File: src/rtl/alu_seq_pkg.sv
// -----------------------------------------------------------------------------
// alu_seq_pkg
//   Shared types and constants for the ALU operand sequencer slice.
//   - seq_state_e : sequencer FSM states (IDLE -> READ -> EXEC -> WB)
//   - OP_*        : ALU opcode encodings driven on alu_oper
// -----------------------------------------------------------------------------
package alu_seq_pkg;

    typedef enum logic [1:0] {
        IDLE,
        READ,
        EXEC,
        WB
    } seq_state_e;

    localparam logic [2:0] OP_ADD  = 3'd0;
    localparam logic [2:0] OP_INC  = 3'd1;
    localparam logic [2:0] OP_SUB  = 3'd2;
    localparam logic [2:0] OP_DEC  = 3'd3;
    localparam logic [2:0] OP_SHL  = 3'd4;
    localparam logic [2:0] OP_SHR  = 3'd5;
    localparam logic [2:0] OP_NAND = 3'd6;
    localparam logic [2:0] OP_GT   = 3'd7;

endpackage

File: src/rtl/alu_seq_regfile.sv
// -----------------------------------------------------------------------------
// alu_seq_regfile
//   NREG x DATA_W register file with two asynchronous read ports and a single
//   write port shared by direct loads and instruction write-back.
//   Ports:
//     clk, rst_n            clock, async active-low clear of every register
//     ld_we_i/addr/data     direct load request (FSM grants it only in IDLE)
//     wb_we_i/addr/data     write-back request (FSM raises it only in WB)
//     raddr_a_i/rdata_a_o   read port A (operand A)
//     raddr_b_i/rdata_b_o   read port B (operand B)
// -----------------------------------------------------------------------------
module alu_seq_regfile #(
    parameter  int DATA_W = 8,
    parameter  int NREG   = 4,
    localparam int AW     = $clog2(NREG)
) (
    input  logic              clk,
    input  logic              rst_n,
    input  logic              ld_we_i,
    input  logic [AW-1:0]     ld_addr_i,
    input  logic [DATA_W-1:0] ld_data_i,
    input  logic              wb_we_i,
    input  logic [AW-1:0]     wb_addr_i,
    input  logic [DATA_W-1:0] wb_data_i,
    input  logic [AW-1:0]     raddr_a_i,
    output logic [DATA_W-1:0] rdata_a_o,
    input  logic [AW-1:0]     raddr_b_i,
    output logic [DATA_W-1:0] rdata_b_o
);

    logic [DATA_W-1:0] regs_q [NREG];

    // Load and write-back never coincide (IDLE vs WB); write-back wins anyway.
    always_ff @(posedge clk or negedge rst_n) begin
        if (!rst_n) begin
            for (int unsigned i = 0; i < NREG; i++) begin
                regs_q[i] <= '0;
            end
        end else if (wb_we_i) begin
            regs_q[wb_addr_i] <= wb_data_i;
        end else if (ld_we_i) begin
            regs_q[ld_addr_i] <= ld_data_i;
        end
    end

    assign rdata_a_o = regs_q[raddr_a_i];
    assign rdata_b_o = regs_q[raddr_b_i];

endmodule

File: src/rtl/alu_op_sequencer.sv
// -----------------------------------------------------------------------------
// alu_op_sequencer
//   Operand-fetch / write-back stage feeding an external combinational ALU.
//   One register-to-register instruction every 4 clocks: IDLE -> READ -> EXEC
//   -> WB -> IDLE. R[rd] <= R[rd] op R[rs].
//   Ports:
//     clk, rst_n                       clock, async active-low reset
//     instr_valid/instr_ready          instruction handshake
//     instr_op/instr_rd/instr_rs       opcode, dest+operand A reg, operand B reg
//     ld_en/ld_addr/ld_data            direct register load (IDLE only)
//     alu_oper/alu_a/alu_b             registered ALU controls/operands
//     alu_out/alu_cy                   ALU result and carry
//     res_valid/res_data/res_cy        write-back pulse, last result, last carry
// -----------------------------------------------------------------------------
module alu_op_sequencer
    import alu_seq_pkg::*;
#(
    parameter  int DATA_W = 8,
    parameter  int NREG   = 4,
    localparam int AW     = $clog2(NREG)
) (
    input  logic              clk,
    input  logic              rst_n,
    input  logic              instr_valid,
    output logic              instr_ready,
    input  logic [2:0]        instr_op,
    input  logic [AW-1:0]     instr_rd,
    input  logic [AW-1:0]     instr_rs,
    input  logic              ld_en,
    input  logic [AW-1:0]     ld_addr,
    input  logic [DATA_W-1:0] ld_data,
    output logic [2:0]        alu_oper,
    output logic [DATA_W-1:0] alu_a,
    output logic [DATA_W-1:0] alu_b,
    input  logic [DATA_W-1:0] alu_out,
    input  logic              alu_cy,
    output logic              res_valid,
    output logic [DATA_W-1:0] res_data,
    output logic              res_cy
);

    seq_state_e        state_q, state_d;
    logic              accept;
    logic              ld_fire;
    logic              wb_we;

    logic [2:0]        op_q;
    logic [AW-1:0]     rd_q, rs_q;
    logic [2:0]        alu_oper_q;
    logic [DATA_W-1:0] alu_a_q, alu_b_q;
    logic [DATA_W-1:0] res_data_q;
    logic              res_cy_q;
    logic [DATA_W-1:0] rf_a, rf_b;

    // A load in IDLE takes the cycle; the instruction waits one clock.
    assign instr_ready = (state_q == IDLE) && !ld_en;
    assign accept      = instr_valid && instr_ready;
    assign ld_fire     = (state_q == IDLE) && ld_en;

    always_ff @(posedge clk or negedge rst_n) begin
        if (!rst_n) begin
            state_q <= IDLE;
        end else begin
            state_q <= state_d;
        end
    end

    always_comb begin
        state_d   = state_q;
        res_valid = 1'b0;
        wb_we     = 1'b0;
        case (state_q)
            IDLE: if (accept) state_d = READ;
            READ: state_d = EXEC;
            EXEC: state_d = WB;
            WB: begin
                res_valid = 1'b1;
                wb_we     = 1'b1;
                state_d   = IDLE;
            end
            default: state_d = IDLE;
        endcase
    end

    // Operand registers update only in READ so the ALU inputs stay stable
    // (no return to zero) while the sequencer is idle.
    always_ff @(posedge clk or negedge rst_n) begin
        if (!rst_n) begin
            op_q       <= '0;
            rd_q       <= '0;
            rs_q       <= '0;
            alu_oper_q <= '0;
            alu_a_q    <= '0;
            alu_b_q    <= '0;
            res_data_q <= '0;
            res_cy_q   <= 1'b0;
        end else begin
            if (accept) begin
                op_q <= instr_op;
                rd_q <= instr_rd;
                rs_q <= instr_rs;
            end
            if (state_q == READ) begin
                alu_oper_q <= op_q;
                alu_a_q    <= rf_a;
                alu_b_q    <= rf_b;
            end
            if (state_q == EXEC) begin
                res_data_q <= alu_out;
                res_cy_q   <= alu_cy;
            end
        end
    end

    alu_seq_regfile #(
        .DATA_W (DATA_W),
        .NREG   (NREG)
    ) u_rf (
        .clk       (clk),
        .rst_n     (rst_n),
        .ld_we_i   (ld_fire),
        .ld_addr_i (ld_addr),
        .ld_data_i (ld_data),
        .wb_we_i   (wb_we),
        .wb_addr_i (rd_q),
        .wb_data_i (res_data_q),
        .raddr_a_i (rd_q),
        .rdata_a_o (rf_a),
        .raddr_b_i (rs_q),
        .rdata_b_o (rf_b)
    );

    assign alu_oper = alu_oper_q;
    assign alu_a    = alu_a_q;
    assign alu_b    = alu_b_q;
    assign res_data = res_data_q;
    assign res_cy   = res_cy_q;

endmodule

File: config.mk
export PLATFORM = sky130hd
export DESIGN_NAME = alu_op_sequencer
export DESIGN_NICKNAME = d
export VERILOG_FILES = /design/src/rtl/alu_seq_pkg.sv /design/src/rtl/alu_seq_regfile.sv /design/src/rtl/alu_op_sequencer.sv
export SDC_FILE = /design/constraint.sdc
export NUM_CORES = 1
export LEC_CHECK = 0
export ABC_AREA = 0
export CAP_MARGIN = 10
export CORE_MARGIN = 3
export CORE_UTILIZATION = 50
export CTS_CLUSTER_SIZE = 30
export DETAILED_ROUTE_END_ITERATION = 12
export PLACE_DENSITY_LB_ADDON = 0.08
export SLEW_MARGIN = 0
export SYNTH_ARGS = -nofsm -noshare
export SYNTH_HDL_FRONTEND = slang
export SYNTH_SLANG_ARGS = --single-unit
File: constraint.sdc
create_clock -name clk -period 5.1 [get_ports clk]
set_clock_uncertainty 0.1 [all_clocks]
set_input_delay 1.02 -clock clk [delete_from_list [all_inputs] [get_ports clk]]
set_output_delay 1.02 -clock clk [all_outputs]
set_load 0.1 [all_outputs]
==> flow_summary.toml <==
[floorplan]
floorplan.initialDensity = 0.531
die-width_um = 89.5
num_rows = 29
die_area_um2 = 8010
die_height_um = 89.5
placeableCoreArea_um2 = 6570
top_level_ports = 60

[placed_design]
place.detailed.hpwl_um = 5560
dpl-instance-area_um2 = 4080
gpl.final_weighted_congestion = 0.793
number_of_buffer_cells_added_on_primary_ports = 59

[sta]
maxClockFrequency_mhz = 283
max-slew-margin-rel = 0.344
grt_setup_unrepaired = "false"
timing.final.hold_violations = 0
actual_slew_at_the_worst_max_slew_pin_ps = 982
timing.setup.tns_ps = 0
setup-violations-final = 0
post-route-min-period_ps = 3530
drv_slew = 0
final.period_utilization = 0.693

[drt]
dr_total_vias = 2443
antenna_left = 0
drc = 0
route.final.wire_length_um = 7430
initialDrtViolationCount = 99
post_drt_via_cell_ratio = 5.58
drt-wirelength-per-cell_um = 17.0
drt_pre_antenna_iters = 4

[synthesis]
synth_xor_area_frac = 0
postSynthCellCount = 291
synth_top_area_cell = "dfrtp_1"
syn_area_per_cell_um2 = 12.0
yosysMostFrequentCell = "dfrtp_1"
mappedNetlistNets = 325
postSynth.topFlopCell = "dfrtp_1"
synth_top_area_frac = 0.496
post_synth_fa_ha_maj_area_fraction = 0.0144
synth_cell_types = 33
asyncSetResetFlopFracSynth = 1.00
synth-simple-area-share = 0.117
yosys_warnings = 0
synth_top_cells_by_area = "dfrtp_1 (50%), mux2_2 (12%), o221a_2 (7.4%)"
synth_commonest_cells = "dfrtp_1 (69), mux2_2 (36), o221a_2 (23), inv_1 (19), nand2_1 (19)"
synthesized_area_fraction_occupied_by_ao_oa_aoi_and_oai_cells = 0.158
synth.yosys.seq_area_share = 0.496
synth_seq_cells = 69
synth-edff-count = 0
dominant_combinational_cell_family_by_area_after_synthesis = "multiplexers"
syn_area_um2 = 3480
muxShareOfSynthArea = 0.162

[final_layout]
fillCellCount = 532
antenna_cells = 0
area_growth_pct = 22.5
layout-drive-gt1-share = 0.264
finalNetCount = 374
final_cell_area_um2 = 4270

[cts]
max-clock-path-buffers = 2
cts.htree.levels = 3
numCtsBuffers = 9
clkLatencyLatePin_ps = 350
clkSinkCount = 69
holdBufCountCts = 0
cts.clk_slew.worst_paths_ps = 80
cts_root_buf = "clkbuf_8"
ctsResizeCount = 0
post_cts_setup_buffers = 0
cts_tree = "yes"

[worst_setup_path]
cp.required_ps = 3980
worstPathBufferInverterCount = 1
critical_path.endpoint_type = "output pin"
crit_family = "buffers and inverters"
worst-setup-path-type = "flop to output pin"
critical_path.slowest_cell = "clkdlybuf4s50_1"
worstPathCellList = "ha_1 -> clkdlybuf4s50_1"
max_stage_delay_ps = 1220
crit_path_max_fanout = 16
worstPathArrival_ps = 2410
worst_setup_start_kind = "flop"

[run_status]
run_status = "finished, final reports clean"

[global_routing]
largest_net_degree_at_the_start_of_global_routing = 70
number_of_global_route_vias_before_repair = 2395
gr-total-overflow = 0
grt_util_all_layers = 0.204
antenna_found_initial = 0
grt_first_pass_wirelength_um = 12300

[flow_run]
drv_cap = 0

[min_path]
hold_path.class = "flop to flop"
[registers in the layout, summed over array words and instances (netlist names)]
signal and cells:
rd_q 2, alu_oper 3, res_cy 1, op_q 3, state_q 2, res_data 8
alu_a 8, u_rf.regs_q 32, alu_b 8, rs_q 2
[final cells by class]
cell class | count | area (um^2) | area share
sequential | 69 | 1730 | 0.405
tap | 93 | 116 | 0.0273
multi-input combinational | 181 | 1570 | 0.369
clock buffer | 9 | 124 | 0.0290
inverter | 19 | 71.3 | 0.0167
timing repair buffer | 60 | 591 | 0.138
clock inverter | 7 | 66.3 | 0.0155
[through the flow]
| step | cells | hold slack [ps] | utilization | setup slack (ps) |
|---|---|---|---|---|
| floorplan | 291 | 374 | - | 1620 |
| global placement | 422 | 383 | 0.621 | 1980 |
| detailed placement | 422 | 390 | 0.621 | 1920 |
| CTS | 438 | 409 | 0.650 | 1540 |
| global route | 438 | 423 | 0.650 | 1440 |
| finish | 438 | 404 | 0.650 | 1570 |
[layout by cell type, fill, tap and decap left out, types with 2 or more instances in the layout]
cell / count
a21bo_1: 2
dfrtp_1: 69
mux2i_1: 16
clkdlybuf4s50_1: 57
clkbuf_8: 9
a221o_1: 8
or2_2: 8
nand3_1: 16
mux2_2: 36
nor2b_1: 3
o221ai_1: 16
nand3b_1: 2
inv_1: 19
ha_1: 4
nand2b_1: 8
clkinv_2: 4
and3_1: 8
buf_4: 2
o221a_2: 23
nand2_1: 19
[metal layers]
layer / part of all wire / global-route usage / vias to the layer above
met4: 0.013 / 0.0839 / 0
met1: 0.49 / 0.293 / 1179
met5: 0 / 0 / -
li1: - / - / 1187
met3: 0.042 / 0.0369 / 11
met2: 0.45 / 0.307 / 66
[cells by family (layout without fill, tap and decap cells)]
group,after synthesis,count (layout)
buffers and inverters,41,95
flip-flops,69,69
AO/OA/AOI/OAI,53,53
adder cells (fa/ha/maj),4,4
AND/OR/NAND/NOR,72,72
multiplexers,52,52
[worst reg2reg max path, cell delays in order (launching register included)]
cell      delay, ps
dfrtp_1         410
inv_1            90
ha_1            740
nor2b_1         590
nand2_1         130
o221ai_1        110
[worst paths after layout]
path / start / end / slack (ps) / depth (start not counted)
worst max register to register: state_q[1]$_DFFE_PN0P_ / alu_a[1]$_DFFE_PN0N_ / 2850 / 5
max in group asynchronous: rst_n / res_cy$_DFFE_PN0N_ / 3600 / 2
worst max-delay path: state_q[0]$_DFFE_PN0P_ / res_valid / 1570 / 2
worst min-delay path: op_q[2]$_DFFE_PN0P_ / alu_oper[2]$_DFFE_PN0N_ / 400 / 1
worst min register to register: op_q[2]$_DFFE_PN0P_ / alu_oper[2]$_DFFE_PN0N_ / 400 / 1
min in group asynchronous: rst_n / alu_b[6]$_DFFE_PN0N_ / 760 / 2
Power is not shown: default switching activity piles up to over one toggle a cycle in this logic, so the estimate is an artifact.
